`src/rtl/clock_pkg.sv`:
```
// -----------------------------------------------------------------------------
// clock_pkg
//   Shared definitions for the time-keeping stage of the digital clock.
//   - mode_e       : set-mode state encoding (also the value on the mode port)
//   - *_MAX/*_MIN  : per-field count limits, as plain decimal values
//   - BLANK_*      : bit positions of each digit in the blank request vector,
//                    plus the two-digit masks built from them
//   - bcd2_t       : a two-digit BCD pair (tens, ones)
//   - to_bcd2()    : split a small decimal constant into its BCD digits;
//                    only used on elaboration-time constants, never on data
// -----------------------------------------------------------------------------
package clock_pkg;

  typedef enum logic [1:0] {
    MODE_RUN    = 2'd0,
    MODE_SET_HR = 2'd1,
    MODE_SET_MN = 2'd2
  } mode_e;

  localparam int SEC_MAX  = 59;
  localparam int MIN_MAX  = 59;
  localparam int HR24_MAX = 23;
  localparam int HR12_MAX = 12;
  localparam int HR12_MIN = 1;

  // blank[5] is the hours tens digit, blank[0] the seconds ones digit
  localparam int BLANK_HR_T = 5;
  localparam int BLANK_HR_O = 4;
  localparam int BLANK_MN_T = 3;
  localparam int BLANK_MN_O = 2;
  localparam int BLANK_SC_T = 1;
  localparam int BLANK_SC_O = 0;

  localparam logic [5:0] BLANK_HR_MASK = 6'((1 << BLANK_HR_T) | (1 << BLANK_HR_O));
  localparam logic [5:0] BLANK_MN_MASK = 6'((1 << BLANK_MN_T) | (1 << BLANK_MN_O));
  localparam logic [5:0] BLANK_SC_MASK = 6'((1 << BLANK_SC_T) | (1 << BLANK_SC_O));

  typedef struct packed {
    logic [3:0] t;
    logic [3:0] o;
  } bcd2_t;

  function automatic bcd2_t to_bcd2(int v);
    bcd2_t r;
    r.t = 4'(v / 10);
    r.o = 4'(v % 10);
    return r;
  endfunction

endpackage

```
`src/rtl/bcd_mod_counter.sv`:
```
// -----------------------------------------------------------------------------
// bcd_mod_counter
//   Two-digit BCD counter running MIN..MAX and wrapping back to MIN.
//   Arithmetic is done per digit (ones 9 -> 0 bumps tens), so the value is
//   always a legal BCD pair and no binary conversion is ever needed.
//
//   Parameters
//     MAX  : highest value held (decimal), e.g. 59 or 23 or 12
//     MIN  : value after a wrap or a clear (decimal), e.g. 0 or 1
//     RST  : value loaded by reset (decimal); defaults to MIN
//   Ports
//     clk   in   system clock
//     rst   in   synchronous, active-high reset -> RST
//     inc   in   advance by one this cycle
//     clr   in   load MIN this cycle (wins over inc)
//     tens  out  BCD tens digit
//     ones  out  BCD ones digit
//     carry out  combinational: inc while at MAX, i.e. this cycle wraps
// -----------------------------------------------------------------------------
module bcd_mod_counter
  import clock_pkg::*;
#(
  parameter int MAX = 59,
  parameter int MIN = 0,
  parameter int RST = MIN
) (
  input  logic       clk,
  input  logic       rst,
  input  logic       inc,
  input  logic       clr,
  output logic [3:0] tens,
  output logic [3:0] ones,
  output logic       carry
);

  localparam bcd2_t MAX_B = to_bcd2(MAX);
  localparam bcd2_t MIN_B = to_bcd2(MIN);
  localparam bcd2_t RST_B = to_bcd2(RST);

  logic at_max;

  assign at_max = (tens == MAX_B.t) && (ones == MAX_B.o);
  assign carry  = inc && at_max;

  always_ff @(posedge clk) begin
    if (rst) begin
      tens <= RST_B.t;
      ones <= RST_B.o;
    end else if (clr) begin
      tens <= MIN_B.t;
      ones <= MIN_B.o;
    end else if (inc) begin
      if (at_max) begin
        tens <= MIN_B.t;
        ones <= MIN_B.o;
      end else if (ones == 4'd9) begin
        tens <= tens + 4'd1;
        ones <= 4'd0;
      end else begin
        ones <= ones + 4'd1;
      end
    end
  end

endmodule

```
`src/rtl/clock_time_counter.sv`:
```
// -----------------------------------------------------------------------------
// clock_time_counter
//   Keeps hh:mm:ss as six BCD digits, advanced by the rising edge of the
//   divider's 1 Hz square wave (sampled as data in the clk domain). Two
//   buttons provide a set mode: btn_mode walks RUN -> SET_HR -> SET_MN -> RUN,
//   btn_inc bumps the field being set. The field being set blinks via the
//   blank mask, driven from the 2 Hz square wave.
//
//   Parameters
//     H24      : 1 = hours 00..23, 0 = hours 01..12 (reset shows 12)
//     SYNC_BTN : 1 = two-flop synchroniser on the buttons, 0 = none
//   Ports
//     clk        in   system clock (same as the divider)
//     rst        in   synchronous, active-high reset
//     clk_1HZ    in   1 Hz square wave; rising edge advances time
//     clk_2HZ    in   2 Hz square wave; blink phase only
//     btn_mode   in   debounced level; rising edge advances the mode
//     btn_inc    in   debounced level; rising edge bumps the set field
//     hr_t..sc_o out  BCD digits, tens and ones
//     blank      out  per-digit blank, [5] = hr_t .. [0] = sc_o
//     mode       out  0 RUN, 1 SET_HR, 2 SET_MN
//     sec_tick   out  one-cycle pulse per applied second
// -----------------------------------------------------------------------------
module clock_time_counter
  import clock_pkg::*;
#(
  parameter int H24      = 1,
  parameter int SYNC_BTN = 1
) (
  input  logic       clk,
  input  logic       rst,
  input  logic       clk_1HZ,
  input  logic       clk_2HZ,
  input  logic       btn_mode,
  input  logic       btn_inc,
  output logic [3:0] hr_t,
  output logic [3:0] hr_o,
  output logic [3:0] mn_t,
  output logic [3:0] mn_o,
  output logic [3:0] sc_t,
  output logic [3:0] sc_o,
  output logic [5:0] blank,
  output logic [1:0] mode,
  output logic       sec_tick
);

  localparam int HR_MAX = (H24 != 0) ? HR24_MAX : HR12_MAX;
  localparam int HR_MIN = (H24 != 0) ? 0        : HR12_MIN;
  localparam int HR_RST = (H24 != 0) ? 0        : HR12_MAX;

  // ---------------------------------------------------------------------------
  // Button conditioning
  // ---------------------------------------------------------------------------
  logic bm_lvl, bi_lvl;

  if (SYNC_BTN != 0) begin : g_sync
    logic [1:0] bm_pipe, bi_pipe;

    // Reset preloads the pipe with the live level so a button held through
    // reset does not look like a fresh press afterwards.
    always_ff @(posedge clk) begin
      if (rst) begin
        bm_pipe <= {2{btn_mode}};
        bi_pipe <= {2{btn_inc}};
      end else begin
        bm_pipe <= {bm_pipe[0], btn_mode};
        bi_pipe <= {bi_pipe[0], btn_inc};
      end
    end

    assign bm_lvl = bm_pipe[1];
    assign bi_lvl = bi_pipe[1];
  end else begin : g_nosync
    assign bm_lvl = btn_mode;
    assign bi_lvl = btn_inc;
  end

  // ---------------------------------------------------------------------------
  // Edge detection. The previous-level registers load the raw input on reset:
  // with the synchroniser that equals what the pipe was just loaded with, so
  // the first post-reset cycle compares like with like.
  // ---------------------------------------------------------------------------
  logic hz1_q, bm_q, bi_q;
  logic tick, mode_edge, inc_edge;

  always_ff @(posedge clk) begin
    if (rst) begin
      hz1_q <= clk_1HZ;
      bm_q  <= btn_mode;
      bi_q  <= btn_inc;
    end else begin
      hz1_q <= clk_1HZ;
      bm_q  <= bm_lvl;
      bi_q  <= bi_lvl;
    end
  end

  assign tick      = clk_1HZ && !hz1_q;
  assign mode_edge = bm_lvl && !bm_q;
  assign inc_edge  = bi_lvl && !bi_q;

  // ---------------------------------------------------------------------------
  // Mode FSM
  // ---------------------------------------------------------------------------
  mode_e      state_q, state_d;
  logic       is_run, is_set_hr, is_set_mn;
  logic [5:0] blank_d;

  always_ff @(posedge clk) begin
    if (rst) state_q <= MODE_RUN;
    else     state_q <= state_d;
  end

  always_comb begin
    state_d = state_q;
    if (mode_edge) begin
      case (state_q)
        MODE_RUN:    state_d = MODE_SET_HR;
        MODE_SET_HR: state_d = MODE_SET_MN;
        default:     state_d = MODE_RUN;
      endcase
    end
  end

  // The unused 2'b11 encoding behaves as RUN so the clock keeps running.
  always_comb begin
    is_run    = 1'b0;
    is_set_hr = 1'b0;
    is_set_mn = 1'b0;
    blank_d   = '0;
    case (state_q)
      MODE_SET_HR: begin
        is_set_hr = 1'b1;
        blank_d   = clk_2HZ ? '0 : BLANK_HR_MASK;
      end
      MODE_SET_MN: begin
        is_set_mn = 1'b1;
        blank_d   = clk_2HZ ? '0 : BLANK_MN_MASK;
      end
      default: is_run = 1'b1;
    endcase
  end

  assign mode = state_q;

  // Blank and sec_tick are registered so the display sees clean levels.
  always_ff @(posedge clk) begin
    if (rst) begin
      blank    <= '0;
      sec_tick <= 1'b0;
    end else begin
      blank    <= blank_d & ~BLANK_SC_MASK;
      sec_tick <= is_run && tick;
    end
  end

  // ---------------------------------------------------------------------------
  // Time fields. Carries only ripple in RUN; in set mode the field being set
  // wraps on its own. Any btn_inc edge acts on the mode current this cycle,
  // before the same cycle's btn_mode edge takes effect.
  // ---------------------------------------------------------------------------
  logic sc_inc, sc_clr, mn_inc, hr_inc;
  logic sc_carry, mn_carry, hr_carry_unused;

  assign sc_inc = is_run && tick;
  assign sc_clr = is_set_mn && mode_edge;
  assign mn_inc = (is_run && sc_carry) || (is_set_mn && inc_edge);
  assign hr_inc = (is_run && mn_carry) || (is_set_hr && inc_edge);

  bcd_mod_counter #(.MAX(SEC_MAX), .MIN(0), .RST(0)) u_sec (
    .clk   (clk),
    .rst   (rst),
    .inc   (sc_inc),
    .clr   (sc_clr),
    .tens  (sc_t),
    .ones  (sc_o),
    .carry (sc_carry)
  );

  bcd_mod_counter #(.MAX(MIN_MAX), .MIN(0), .RST(0)) u_min (
    .clk   (clk),
    .rst   (rst),
    .inc   (mn_inc),
    .clr   (1'b0),
    .tens  (mn_t),
    .ones  (mn_o),
    .carry (mn_carry)
  );

  bcd_mod_counter #(.MAX(HR_MAX), .MIN(HR_MIN), .RST(HR_RST)) u_hr (
    .clk   (clk),
    .rst   (rst),
    .inc   (hr_inc),
    .clr   (1'b0),
    .tens  (hr_t),
    .ones  (hr_o),
    .carry (hr_carry_unused)
  );

endmodule

```
`config.mk`:
```
export PLATFORM = sky130hd
export DESIGN_NAME = clock_time_counter
export DESIGN_NICKNAME = d
export VERILOG_FILES = /design/src/rtl/clock_pkg.sv /design/src/rtl/bcd_mod_counter.sv /design/src/rtl/clock_time_counter.sv
export SDC_FILE = /design/constraint.sdc
export NUM_CORES = 1
export LEC_CHECK = 0
export CELL_PAD_IN_SITES_DETAIL_PLACEMENT = 1
export CELL_PAD_IN_SITES_GLOBAL_PLACEMENT = 2
export CORE_MARGIN = 3
export CORE_UTILIZATION = 30
export CTS_CLUSTER_SIZE = 28
export DETAILED_ROUTE_END_ITERATION = 6
export PLACE_DENSITY = 0.82
export SYNTH_ARGS = -nofsm -noshare
export SYNTH_HDL_FRONTEND = slang
export SYNTH_SLANG_ARGS = --single-unit
```
`constraint.sdc`:
```
create_clock -name clk -period 3 [get_ports clk]
set_clock_uncertainty 0.05 [all_clocks]
set_input_delay 0.3 -clock clk [delete_from_list [all_inputs] [get_ports clk]]
set_output_delay 0.3 -clock clk [all_outputs]
set_load 0.03 [all_outputs]
```
==> flow_summary.yaml <==
cells_and_area:
  final_area_mm2: 0.00228
  drive_gt1_share_pct: 7.89
  antennaDiodeCount: 0
  fillers: 659
  nNetsFinal: 247
  final_cells: 300
  area_growth_pct: 30.1
synth:
  synth_area_leaders: "dfxtp_1, ha_1, nor2_1"
  synth.distinct_cells: 48
  synthesis.area_mm2: 0.00176
  synth_top_area_share_pct: 41.1
  synth_edf_count: 0
  synth-main-ff-cell: "dfxtp_1"
  synthCells: 189
  syn_area_per_cell_um2: 9.29
  yosys_warnings: 0
  ys_seq_area_share_pct: 41.1
  yosysTopAreaCell: "dfxtp_1"
  async_reset_ff_share_pct: 0
  synth_seq_cells: 36
timing:
  max_freq_ghz: 0.386
  min_period_over_period_pct: 86.3
  worst_pin_slew_ps: 939
  rsz0062_at_grt: "no"
  setup_viol: 0
  final.setup.tns_ps: 0
  whs_ps: 383
  min_period_ps: 2590
  relSlewSlack_pct: 36.5
  hold_viol_final: 0
  final_max_slew_viol_count: 0
clocking:
  post-cts-setup-buffers: 0
  cts_max_level: 2
  cts_tree: "yes"
  clock_latency_ps: 290
  cts_sinks: 36
  ctsHoldBuffers: 0
  clkTransAtPathRegs_ps: 70
  cts_resized: 0
  cts_buffers: 5
  clockRootBuffer: "clkbuf_8"
  clock_path_buffers: 2
job:
  max-cap-violations: 0
placement:
  io_buffer_count: 36
  hpwl_mm: 2.90
  dp.cells: 293
  place.gp.congestion: 0.736
  postPlaceCellArea_mm2: 0.00219
grt:
  grt_overflow_total: 0
  grt_max_degree: 20
  antenna_found_initial: 0
  grt_pass1_wl_mm: 6.28
  grt_pass1_vias: 1299
  track_usage_pct: 12.4
detailed_routing:
  viasPerCell: 4.71
  ant_nets: 0
  num_vias: 1414
  wl_met1_mm: 1.90
  drc: 0
  highest_layer: "met4"
  route.met2.wl_mm: 1.73
  wire_per_inst_um: 13.1
  first_pass_iters: 2
  met3_length_um: 234
  routed_wl_mm: 3.93
  drt_iter0_drc: 26
critical_path:
  path_cells: "inv_1 -> ha_1 -> nor3b_4 -> nand4b_4 -> a2111oi_4 -> o21ai_1 -> a211oi_1"
  r2r_start: "mode[0]$_SDFFE_PP0P_"
  path_max_fanout: 10
  path_delay_family: "compound AO/OA/AOI/OAI gates"
  worstSetupStartpoint: "mode[0]$_SDFFE_PP0P_"
  max_stage_delay_ps: 640
  arrival_ps: 2730
  cpMaxStageDelayCell: "a2111oi_4"
  worstSetupPathType: "flip-flop to flip-flop"
  end_kind: "flip-flop"
  crit_required_ps: 3140
  startpoint_type: "flip-flop"
  path_buf_inv: 1
outcome:
  status: "finished clean"
pwr:
  power_leakage_uw: 0.000939
  power_density_mw_per_mm2: 431
  ir_worst_vdd_uv: 206
  intPower_uw: 743
  clkPwrFrac_pct: 37.7
  pwr-share-seq_pct: 51.3
  power_switching_uw: 242
  swShare_pct: 24.6
  comb_power_share_pct: 11.1
die:
  coreArea_mm2: 0.00557
  std_cell_rows: 27
  die-area_mm2: 0.00681
  die_w_um: 82.5
  io_pins: 39
  die_h_um: 82.5
  start_util_pct: 31.5
hold_path:
  hold_class: "flip-flop to flip-flop"
  hp-start: "g_sync.bm_pipe[0]$_DFF_P_"
kinds of logic after synthesis:
logic type / synth area share, %
DFF: 41.1
muxes: 3.56
other: 0.214
buffers and inverters: 5.56
AOI/OAI and AO/OA: 12.9
adders and majority gates: 9.27
and+or+nand+nor: 23.0
xor gates and xnor gates: 4.49
metal layers:
layer / vias to the layer above / track usage (%)
met5: - / 0
met3: 5 / 5.10
met2: 25 / 19.0
met4: 0 / 4.41
met1: 660 / 15.7
li1: 724 / -
flip-flops by register name, indices dropped and copies added (netlist names), 4 cells and up:
register	cells
u_hr.ones	4
u_hr.tens	4
u_min.tens	4
u_sec.tens	4
u_min.ones	4
u_sec.ones	4
Yosys cell counts, types with 3 or more instances:
cell type and instances:
nand4_1 3, nand3_1 3, nand2_1 10, a211oi_1 4, ha_1 13, xor2_1 4, nor3_1 8, xnor2_1 5
o21ai_0 6, a21oi_1 7, nor2_1 23, dfxtp_1 36, nor2b_1 3, inv_1 14, nand2b_1 5, mux2i_1 4
and3_1 3, clkbuf_1 3, buf_4 4
power groups by stage:
stage | clock network, µW | logic, µW | registers (µW)
6_report | 371 | 109 | 505
5_1_grt | 407 | 120 | 507
4_1_cts | 387 | 111 | 505
3_5_place_dp | 0 | 111 | 516
3_3_place_gp | 0 | 109 | 516
2_1_floorplan | 0 | 54.3 | 531
path summary, 6_finish.rpt:
check,endpoint,slack [ps],cells past startpoint
setup / recovery,u_hr.tens[0]$_SDFFE_PP0P_,410,7
hold reg to reg,g_sync.bm_pipe[1]$_DFF_P_,380,2
hold / removal,g_sync.bm_pipe[1]$_DFF_P_,380,2
setup reg to reg,u_hr.tens[0]$_SDFFE_PP0P_,410,7
per-stage QoR:
stage | utilization (%) | worst slack (ps) | total power [µW]
3_3_place_gp | 39.2 | 496 | 625
4_1_cts | 41.0 | 374 | 1000
2_1_floorplan | - | 320 | 585
5_1_grt | 41.0 | 215 | 1030
6_report | 41.0 | 412 | 985
3_5_place_dp | 39.2 | 413 | 627
area by class of cell:
type / count / area (µm²) / area share (%)
Multi-Input combinational cell: 132 / 941 / 41.2
Inverter: 14 / 52.6 / 2.30
Clock buffer: 7 / 96.3 / 4.22
Tap cell: 72 / 90.1 / 3.95
Timing Repair Buffer: 39 / 383 / 16.8
Sequential cell: 36 / 721 / 31.6
worst register-to-register path: cells and delay by family (launching register included):
family,cells,cell delay [ps]
adder cells (fa/ha/maj),1,390
buffers and inverters,1,80
AND/OR/NAND/NOR,2,470
flip-flops,1,360
AO/OA/AOI/OAI,3,1150
placed cells by master (no fill, tap or decap), types with 2 or more instances in the layout:
cell / Yosys / layout
a21oi_1: 7 / 7
nand2b_1: 5 / 5
conb_1: 1 / 2
xnor2_1: 5 / 5
nand3_1: 3 / 3
nor4b_1: 2 / 2
a211oi_1: 4 / 4
nor3_1: 8 / 8
buf_4: 4 / 3
xor2_1: 4 / 4
nand4_1: 3 / 3
nand2_1: 10 / 10
inv_1: 14 / 14
nor2b_1: 3 / 3
or3_1: 2 / 2
o21ai_0: 6 / 6
ha_1: 13 / 13
clkbuf_8: 0 / 7
dfxtp_1: 36 / 36
and3_1: 3 / 3
nor2_1: 23 / 23
clkdlybuf4s50_1: 0 / 36
mux2i_1: 4 / 4
Note: power is estimated with default switching activity, not from simulation.
